$ cat config.mk
export PLATFORM = sky130hd
export DESIGN_NAME = alu_issue_stage
export DESIGN_NICKNAME = d
export VERILOG_FILES = /design/src/rtl/alu_pkg.sv /design/src/rtl/alu_op_decoder.sv /design/src/rtl/alu_issue_stage.sv
export SDC_FILE = /design/constraint.sdc
export NUM_CORES = 1
export LEC_CHECK = 0
export BUFFER_PORTS_ARGS = -buffer_cell sky130_fd_sc_hd__buf_2
export CORE_AREA = 2 2 155 157
export DETAILED_ROUTE_END_ITERATION = 10
export DIE_AREA = 0 0 157 159
export SLEW_MARGIN = 0
export SYNTH_ARGS = -nofsm -noshare
export SYNTH_HDL_FRONTEND = slang
export SYNTH_HIERARCHICAL = 1
export SYNTH_SLANG_ARGS = --single-unit
$ cat constraint.sdc
create_clock -name i_clk -period 3.2 [get_ports i_clk]
set_input_delay 0 -clock i_clk [delete_from_list [all_inputs] [get_ports i_clk]]
set_output_delay 0 -clock i_clk [all_outputs]
set_load 0.005 [all_outputs]
$ cat src/rtl/alu_pkg.sv
// Shared definitions for the ALU issue stage: operation codes, decoded
// control payload, FSM state encoding and decode legality helpers.
package alu_pkg;

   localparam int unsigned NB_INSTR   = 32;
   localparam int unsigned NB_IMM     = 16;
   localparam int unsigned NB_OP_W    = 6;
   localparam int unsigned NB_SHAMT_W = 5;
   localparam int unsigned NB_REG_W   = 5;

   localparam logic [NB_OP_W-1:0] R_TYPE  = 6'h00;
   localparam logic [NB_OP_W-1:0] IDLE_OP = 6'h3F;

   // R-type funct values
   localparam logic [NB_OP_W-1:0] OP_SLL  = 6'h00;
   localparam logic [NB_OP_W-1:0] OP_SRL  = 6'h02;
   localparam logic [NB_OP_W-1:0] OP_SRA  = 6'h03;
   localparam logic [NB_OP_W-1:0] OP_SLLV = 6'h04;
   localparam logic [NB_OP_W-1:0] OP_SRLV = 6'h06;
   localparam logic [NB_OP_W-1:0] OP_SRAV = 6'h07;
   localparam logic [NB_OP_W-1:0] OP_ADD  = 6'h20;
   localparam logic [NB_OP_W-1:0] OP_ADDU = 6'h21;
   localparam logic [NB_OP_W-1:0] OP_SUB  = 6'h22;
   localparam logic [NB_OP_W-1:0] OP_SUBU = 6'h23;
   localparam logic [NB_OP_W-1:0] OP_AND  = 6'h24;
   localparam logic [NB_OP_W-1:0] OP_OR   = 6'h25;
   localparam logic [NB_OP_W-1:0] OP_XOR  = 6'h26;
   localparam logic [NB_OP_W-1:0] OP_NOR  = 6'h27;
   localparam logic [NB_OP_W-1:0] OP_SLT  = 6'h2A;
   localparam logic [NB_OP_W-1:0] OP_SLTU = 6'h2B;

   // I-type opcode values
   localparam logic [NB_OP_W-1:0] OP_ADDI  = 6'h08;
   localparam logic [NB_OP_W-1:0] OP_ADDIU = 6'h09;
   localparam logic [NB_OP_W-1:0] OP_SLTI  = 6'h0A;
   localparam logic [NB_OP_W-1:0] OP_SLTIU = 6'h0B;
   localparam logic [NB_OP_W-1:0] OP_ANDI  = 6'h0C;
   localparam logic [NB_OP_W-1:0] OP_ORI   = 6'h0D;
   localparam logic [NB_OP_W-1:0] OP_XORI  = 6'h0E;
   localparam logic [NB_OP_W-1:0] OP_LUI   = 6'h0F;

   // Decoded control fields carried alongside the two operands
   typedef struct packed {
      logic [NB_OP_W-1:0]    operation;
      logic [NB_SHAMT_W-1:0] shamt;
      logic [NB_REG_W-1:0]   wr_reg;
      logic                  wr_en;
      logic                  illegal;
   } alu_ctl_t;

   localparam alu_ctl_t CTL_RESET = '{operation: IDLE_OP, shamt: '0,
                                      wr_reg: '0, wr_en: 1'b0, illegal: 1'b0};

   typedef enum logic [1:0] {
      ST_EMPTY = 2'd0,
      ST_ONE   = 2'd1,
      ST_FULL  = 2'd2
   } state_t;

   function automatic logic is_legal_funct(input logic [NB_OP_W-1:0] funct);
      case (funct)
         OP_SLL, OP_SRL, OP_SRA, OP_SLLV, OP_SRLV, OP_SRAV,
         OP_ADD, OP_ADDU, OP_SUB, OP_SUBU, OP_AND, OP_OR,
         OP_XOR, OP_NOR, OP_SLT, OP_SLTU: is_legal_funct = 1'b1;
         default:                         is_legal_funct = 1'b0;
      endcase
   endfunction

   function automatic logic is_legal_iop(input logic [NB_OP_W-1:0] opcode);
      case (opcode)
         OP_ADDI, OP_ADDIU, OP_SLTI, OP_SLTIU,
         OP_ANDI, OP_ORI, OP_XORI, OP_LUI: is_legal_iop = 1'b1;
         default:                          is_legal_iop = 1'b0;
      endcase
   endfunction

   // Arithmetic/compare immediates are sign-extended, logical/LUI zero-extended
   function automatic logic is_sign_ext_iop(input logic [NB_OP_W-1:0] opcode);
      case (opcode)
         OP_ADDI, OP_ADDIU, OP_SLTI, OP_SLTIU: is_sign_ext_iop = 1'b1;
         default:                             is_sign_ext_iop = 1'b0;
      endcase
   endfunction

endpackage

$ cat src/rtl/alu_op_decoder.sv
// Purely combinational MIPS R/I-type decode into ALU operands and controls.
// Ports: i_instruction (32b word), i_rs_data / i_rt_data (register reads),
//        o_dato_a_c / o_dato_b_c (operands), o_ctl_c (decoded control payload).
module alu_op_decoder
   import alu_pkg::*;
#(
   parameter int unsigned NB_DATA = 32
) (
   input  logic [NB_INSTR-1:0] i_instruction,
   input  logic [NB_DATA-1:0]  i_rs_data,
   input  logic [NB_DATA-1:0]  i_rt_data,
   output logic [NB_DATA-1:0]  o_dato_a_c,
   output logic [NB_DATA-1:0]  o_dato_b_c,
   output alu_ctl_t            o_ctl_c
);

   logic [NB_OP_W-1:0]    opcode;
   logic [NB_REG_W-1:0]   rt_idx;
   logic [NB_REG_W-1:0]   rd_idx;
   logic [NB_SHAMT_W-1:0] sh;
   logic [NB_OP_W-1:0]    funct;
   logic [NB_IMM-1:0]     imm;
   logic                  unused_rs_idx;

   assign opcode = i_instruction[31:26];
   assign rt_idx = i_instruction[20:16];
   assign rd_idx = i_instruction[15:11];
   assign sh     = i_instruction[10:6];
   assign funct  = i_instruction[5:0];
   assign imm    = i_instruction[15:0];

   // rs index selects the register-file read upstream; only its data is used here
   assign unused_rs_idx = ^i_instruction[25:21];

   // Unsupported encodings fall through the defaults as an illegal IDLE entry
   always_comb begin
      o_dato_a_c      = '0;
      o_dato_b_c      = '0;
      o_ctl_c         = CTL_RESET;
      o_ctl_c.illegal = 1'b1;
      if (opcode == R_TYPE && is_legal_funct(funct)) begin
         o_dato_a_c        = i_rs_data;
         o_dato_b_c        = i_rt_data;
         o_ctl_c.operation = funct;
         o_ctl_c.shamt     = sh;
         o_ctl_c.wr_reg    = rd_idx;
         o_ctl_c.illegal   = 1'b0;
      end else if (is_legal_iop(opcode)) begin
         o_dato_a_c        = i_rs_data;
         o_dato_b_c        = is_sign_ext_iop(opcode)
                           ? {{(NB_DATA-NB_IMM){imm[NB_IMM-1]}}, imm}
                           : {{(NB_DATA-NB_IMM){1'b0}}, imm};
         o_ctl_c.operation = opcode;
         o_ctl_c.wr_reg    = rt_idx;
         o_ctl_c.illegal   = 1'b0;
      end
      o_ctl_c.wr_en = !o_ctl_c.illegal && (o_ctl_c.wr_reg != '0);
   end

endmodule

$ cat src/rtl/alu_issue_stage.sv
// ID->EX issue stage: decodes an instruction plus register reads and holds the
// result in a 2-entry skid buffer behind a valid/ready handshake.
// Ports: i_valid/o_ready (upstream), o_valid/i_ready (EX), i_flush, decoded
//        outputs o_datoA/o_datoB/o_operation/o_shamt/o_wr_reg/o_wr_en/o_illegal.
// Optional: define ALU_ISSUE_STATS_EN to add o_issue_count / o_illegal_count.
module alu_issue_stage
   import alu_pkg::*;
#(
   parameter int unsigned NB_DATA = 32,
   parameter int unsigned NB_OP   = 6,
   parameter int unsigned NB_REG  = 5
) (
   input  logic                  i_clk,
   input  logic                  i_rst_n,
   input  logic                  i_valid,
   output logic                  o_ready,
   input  logic [NB_INSTR-1:0]   i_instruction,
   input  logic [NB_DATA-1:0]    i_rs_data,
   input  logic [NB_DATA-1:0]    i_rt_data,
   input  logic                  i_flush,
   output logic                  o_valid,
   input  logic                  i_ready,
   output logic [NB_DATA-1:0]    o_datoA,
   output logic [NB_DATA-1:0]    o_datoB,
   output logic [NB_OP-1:0]      o_operation,
   output logic [NB_SHAMT_W-1:0] o_shamt,
   output logic [NB_REG-1:0]     o_wr_reg,
   output logic                  o_wr_en,
`ifdef ALU_ISSUE_STATS_EN
   output logic                  o_illegal,
   output logic [31:0]           o_issue_count,
   output logic [15:0]           o_illegal_count
`else
   output logic                  o_illegal
`endif
);

   logic [NB_DATA-1:0] dec_a_c;
   logic [NB_DATA-1:0] dec_b_c;
   alu_ctl_t           dec_ctl_c;

   alu_op_decoder #(.NB_DATA(NB_DATA)) u_decoder (
      .i_instruction (i_instruction),
      .i_rs_data     (i_rs_data),
      .i_rt_data     (i_rt_data),
      .o_dato_a_c    (dec_a_c),
      .o_dato_b_c    (dec_b_c),
      .o_ctl_c       (dec_ctl_c)
   );

   state_t             state_q,  state_d;
   logic [NB_DATA-1:0] m_a_q,    m_a_d;
   logic [NB_DATA-1:0] m_b_q,    m_b_d;
   alu_ctl_t           m_ctl_q,  m_ctl_d;
   logic [NB_DATA-1:0] s_a_q,    s_a_d;
   logic [NB_DATA-1:0] s_b_q,    s_b_d;
   alu_ctl_t           s_ctl_q,  s_ctl_d;
   logic               ready_q,  ready_d;
   logic               valid_q,  valid_d;
`ifdef ALU_ISSUE_STATS_EN
   logic [31:0]        issue_cnt_q,   issue_cnt_d;
   logic [15:0]        illegal_cnt_q, illegal_cnt_d;
`endif

   logic accept_c;
   logic xfer_c;

   assign accept_c = i_valid && ready_q;
   assign xfer_c   = valid_q && i_ready;

   // State and data registers
   always_ff @(posedge i_clk or negedge i_rst_n) begin
      if (!i_rst_n) begin
         state_q <= ST_EMPTY;
         m_a_q   <= '0;
         m_b_q   <= '0;
         m_ctl_q <= CTL_RESET;
         s_a_q   <= '0;
         s_b_q   <= '0;
         s_ctl_q <= CTL_RESET;
         ready_q <= 1'b1;
         valid_q <= 1'b0;
`ifdef ALU_ISSUE_STATS_EN
         issue_cnt_q   <= '0;
         illegal_cnt_q <= '0;
`endif
      end else begin
         state_q <= state_d;
         m_a_q   <= m_a_d;
         m_b_q   <= m_b_d;
         m_ctl_q <= m_ctl_d;
         s_a_q   <= s_a_d;
         s_b_q   <= s_b_d;
         s_ctl_q <= s_ctl_d;
         ready_q <= ready_d;
         valid_q <= valid_d;
`ifdef ALU_ISSUE_STATS_EN
         issue_cnt_q   <= issue_cnt_d;
         illegal_cnt_q <= illegal_cnt_d;
`endif
      end
   end

   // Next-state: flush wins over any handshake event
   always_comb begin
      state_d = state_q;
      if (i_flush) begin
         state_d = ST_EMPTY;
      end else begin
         case (state_q)
            ST_EMPTY: if (accept_c) state_d = ST_ONE;
            ST_ONE: begin
               if (accept_c && !xfer_c)      state_d = ST_FULL;
               else if (!accept_c && xfer_c) state_d = ST_EMPTY;
            end
            ST_FULL:  if (xfer_c) state_d = ST_ONE;
            default:  state_d = ST_EMPTY;
         endcase
      end
   end

   // Datapath/output updates; M always holds the oldest entry
   always_comb begin
      m_a_d   = m_a_q;
      m_b_d   = m_b_q;
      m_ctl_d = m_ctl_q;
      s_a_d   = s_a_q;
      s_b_d   = s_b_q;
      s_ctl_d = s_ctl_q;
      if (i_flush) begin
         m_a_d   = '0;
         m_b_d   = '0;
         m_ctl_d = CTL_RESET;
         s_a_d   = '0;
         s_b_d   = '0;
         s_ctl_d = CTL_RESET;
      end else begin
         case (state_q)
            ST_EMPTY: begin
               if (accept_c) begin
                  m_a_d   = dec_a_c;
                  m_b_d   = dec_b_c;
                  m_ctl_d = dec_ctl_c;
               end
            end
            ST_ONE: begin
               if (accept_c && xfer_c) begin
                  m_a_d   = dec_a_c;
                  m_b_d   = dec_b_c;
                  m_ctl_d = dec_ctl_c;
               end else if (accept_c) begin
                  s_a_d   = dec_a_c;
                  s_b_d   = dec_b_c;
                  s_ctl_d = dec_ctl_c;
               end
            end
            ST_FULL: begin
               if (xfer_c) begin
                  m_a_d   = s_a_q;
                  m_b_d   = s_b_q;
                  m_ctl_d = s_ctl_q;
               end
            end
            default: ;
         endcase
      end
      ready_d = (state_d != ST_FULL);
      valid_d = (state_d != ST_EMPTY);
   end

`ifdef ALU_ISSUE_STATS_EN
   // Transfer counters split by legality; wrap naturally
   always_comb begin
      issue_cnt_d   = issue_cnt_q;
      illegal_cnt_d = illegal_cnt_q;
      if (i_flush) begin
         issue_cnt_d   = '0;
         illegal_cnt_d = '0;
      end else if (xfer_c) begin
         if (m_ctl_q.illegal) illegal_cnt_d = illegal_cnt_q + 16'd1;
         else                 issue_cnt_d   = issue_cnt_q + 32'd1;
      end
   end

   assign o_issue_count   = issue_cnt_q;
   assign o_illegal_count = illegal_cnt_q;
`endif

   assign o_ready     = ready_q;
   assign o_valid     = valid_q;
   assign o_datoA     = m_a_q;
   assign o_datoB     = m_b_q;
   assign o_operation = NB_OP'(m_ctl_q.operation);
   assign o_shamt     = m_ctl_q.shamt;
   assign o_wr_reg    = NB_REG'(m_ctl_q.wr_reg);
   assign o_wr_en     = m_ctl_q.wr_en;
   assign o_illegal   = m_ctl_q.illegal;

endmodule

==> impl_table.tex <==
\begin{tabular}{lr}
\hline
Metric & Value \\
\hline
\multicolumn{2}{l}{\textbf{Status}} \\
Run status & complete, no violations \\
\multicolumn{2}{l}{\textbf{Global route}} \\
Number of antenna violations at the first check in global routing & 1 \\
Maximum number of pins on one net before global-route repair & 113 \\
Vias in the first global route & 8170 \\
Global-route wire length before repair & 47500 um \\
Congestion Overflow GR & 0 \\
Overall track demand over capacity in global routing & 0.239 \\
\multicolumn{2}{l}{\textbf{Worst setup path}} \\
Reg2reg start & state\_q[1] \\
Critical path data required time & 3.52 ns \\
Cells on worst reg2reg path & 4 \\
Category of the worst setup path capture point & register \\
Crit path largest cell delay & 0.72 ns \\
CP Launch Type & register \\
Class of the most critical setup path & reg2reg \\
Largest fanout of any net on the critical path & 38 \\
Worst r2r dst & o\_datoB[5] \\
Setup slack on the worst flop-to-flop path & 0.77 ns \\
Cell at the slowest stage of the critical path & dfrtp\_1 \\
Worst-path cell chain & and4b\_2, buf\_4, a2111oi\_0, a311oi\_1 \\
Arrival time at the worst endpoint & 2.75 ns \\
\multicolumn{2}{l}{\textbf{Route}} \\
Violation count after the first detailed-route iteration & 776 \\
Wire length per cell & 20.4 um \\
Overall routed net length & 29800 um \\
DR DRC count & 0 \\
Number of vias after detailed routing & 8500 \\
Mean number of vias per cell & 5.81 \\
Detailed-routing iteration count for the pre-antenna-repair pass & 5 \\
Remaining antenna violation count after routing & 0 \\
\multicolumn{2}{l}{\textbf{Pwr}} \\
Maximum VDD drop & 0.335 mV \\
Total power per unit cell area & 519 nW/um2 \\
Leakage power figure & 4.65 nW \\
\multicolumn{2}{l}{\textbf{Yosys}} \\
Warnings, synthesis & 6 \\
Net count of the mapped netlist & 1084 \\
Flop and latch count out of synthesis & 168 \\
Synthesized netlist cell count & 983 \\
Fraction of registers with async set or reset after synthesis & 1.00 \\
Top cell type by total area after synthesis & dfrtp\_1 \\
Synth unique cells & 40 \\
Number of flops mapped to enable cells by yosys & 0 \\
Sequential cell area fraction in the yosys report & 0.469 \\
Leading register cell type out of synthesis & dfrtp\_1 \\
Post-synthesis average cell area & 9.15 um2 \\
Post-Synthesis Cell Area & 9000 um2 \\
Synth top area share & 0.431 \\
Most used standard cells in the synthesized netlist & dfrtp\_1 (155), nand2\_1 (155), clkbuf\_1 (90) \\
Most area-consuming cells after synthesis & dfrtp\_1 (43\%), a2111oi\_0 (7.4\%), a311oi\_1 (7.4\%) \\
\multicolumn{2}{l}{\textbf{Floorplan}} \\
Height of the die & 159 um \\
Core Box Area & 23200 um2 \\
Total die area & 25000 um2 \\
Number of placed I/O pins & 185 \\
Number of placement rows & 56 \\
Initial standard-cell utilization of the core & 0.388 \\
Die outline width & 157 um \\
\multicolumn{2}{l}{\textbf{STA}} \\
Number of slew-limit violations in the final report & 0 \\
Maximum clock frequency & 411 MHz \\
Final Setup Violations & 0 \\
Tightest hold margin & 0.00848 ns \\
Worst-margin pin slew & 1.12 ns \\
Max\_slew headroom & 0.252 \\
Post-route minimum period & 2.43 ns \\
Slack of the critical path & 0.768 ns \\
Number of hold violations in the final report & 0 \\
Setup repair after global routing missed its margin & false \\
Final Cycle Share & 0.760 \\
Total negative setup slack & 0 ns \\
Final setup skew & 0.00894 ns \\
\multicolumn{2}{l}{\textbf{CTS}} \\
Buffers from clock root to sink, at most & 2 \\
Clock root buffer & clkbuf\_16 \\
Reg clk slew, reported paths & 0.07 ns \\
Number of H-tree levels & 4 \\
TritonCTS clock tree & yes \\
Number of buffers added by the clock tree synthesis step & 17 \\
Number of sinks handled by clock tree synthesis & 168 \\
Clock insertion delay at the later pin of the skew report & 0.43 ns \\
\multicolumn{2}{l}{\textbf{Finish}} \\
Final cell area excluding filler cells & 11200 um2 \\
Layout overhead on the synthesized area & 24.0\% \\
Fraction of final layout cells sized beyond drive strength 1 & 0.232 \\
Final layout net count & 1231 \\
Number of fill cells in the layout & 2265 \\
\multicolumn{2}{l}{\textbf{Worst hold path}} \\
Worst hold path startpoint & i\_valid \\
Cell count of the worst hold path & 4 \\
Worst hold endpoint & o\_valid \\
Classification of the worst-slack hold path & in2reg \\
\multicolumn{2}{l}{\textbf{Placed design}} \\
Worst slack, placed & 0.774 ns \\
Post-detailed-placement cell area & 10100 um2 \\
Final estimated routing congestion in global placement & 0.819 \\
Port-buffer cells & 179 \\
HPWL reported at the end of detailed placement & 17000 um \\
\multicolumn{2}{l}{\textbf{Run}} \\
Reported max-cap violation count & 0 \\
\hline
\end{tabular}
logic make-up (layout without fill, tap and decap cells):
kind of cell,after synthesis,count (layout),share of synthesized area
compound gates,373,373,0.296
simple gates,306,306,0.160
flops,168,168,0.469
buf+inv,129,289,0.0668
mux,7,7,0.00779
other cells,0,1,0
routing by layer:
metal / track usage / wire length (um) / vias to the layer above
li1: - / - / 3999
met1: 0.346 / 13300 / 4161
met2: 0.374 / 14300 / 305
met3: 0.0310 / 1650 / 35
met4: 0.0738 / 587 / 0
met5: 0 / 0 / -
repair_timing:
action,CTS,global route
buffers inserted,0,0
hold buffers,50,0
resized for setup,0,0
endpoints found under the hold margin,147,0
endpoints found under the setup margin,0,0
cell type report:
class	instances	area, um2	share of cell area
multi-input cells	686	4240	0.380
clock inverters	13	144	0.0129
clock buffers	19	453	0.0406
flip-flops and latches	168	4220	0.378
diodes	1	2.50	0.000224
repair buffers	257	1690	0.152
well taps	319	399	0.0358
cells in the final DEF, fill, tap and decap left out, types with 4 or more instances in the layout:
master         Yosys  layout
a2111oi_0         76      76
a211o_1            7       6
a211oi_1           6       6
a21o_1            19      19
a21oi_1           78      78
a22o_1            21      21
a311oi_1          76      76
and2_1             7       6
and3_1             7       7
and3b_1            7       6
buf_12             0       6
buf_2             23     177
buf_4              3      22
clkbuf_16          0      17
clkinvlp_4         0       4
dfrtp_1          155     155
dfstp_2           13      13
dlygate4sd3_1      0      50
mux2i_1            7       7
nand2_1          155     155
nand3_1           77      77
nor2_1             8       8
nor2b_1           33      32
o21ai_0           78      78
power breakdown:
part | switching [mW] | leakage (nW) | total (mW) | internal [mW]
clock | 0.913 | 0.282 | 2.11 | 1.20
sequential | 0.109 | 2.25 | 2.40 | 2.29
combinational | 0.806 | 2.11 | 1.28 | 0.470
total | 1.83 | 4.65 | 5.79 | 3.96
metrics by stage:
stage	std cells	power, mW	utilization
after floorplan	983	3.12	-
after global placement	1380	3.67	0.434
after detailed placement	1380	3.68	0.434
after CTS	1462	5.83	0.481
after global routing	1463	6.04	0.481
final	1463	5.79	0.481
how the worst max path moves through the flow:
stage	start	cells past startpoint	slack (ns)	end
2_1_floorplan	o_ready	6	1.45	o_datoB[0]
3_3_place_gp	state_q[1]	4	0.85	o_wr_reg[2]
3_5_place_dp	state_q[1]	4	0.77	o_datoB[5]
4_1_cts	state_q[1]	4	0.77	o_datoB[5]
5_1_grt	state_q[1]	4	0.62	o_datoB[5]
6_report	state_q[1]	4	0.77	o_datoB[5]
worst max-delay path, delay by kind of cell, from the launching register on:
family / cells / cell delay (ns)
DFF: 1 / 0.72
and+or+nand+nor: 1 / 0.65
AOI/OAI and AO/OA: 2 / 0.45
buffers and inverters: 1 / 0.47
Power figures use the tool's default switching activity.
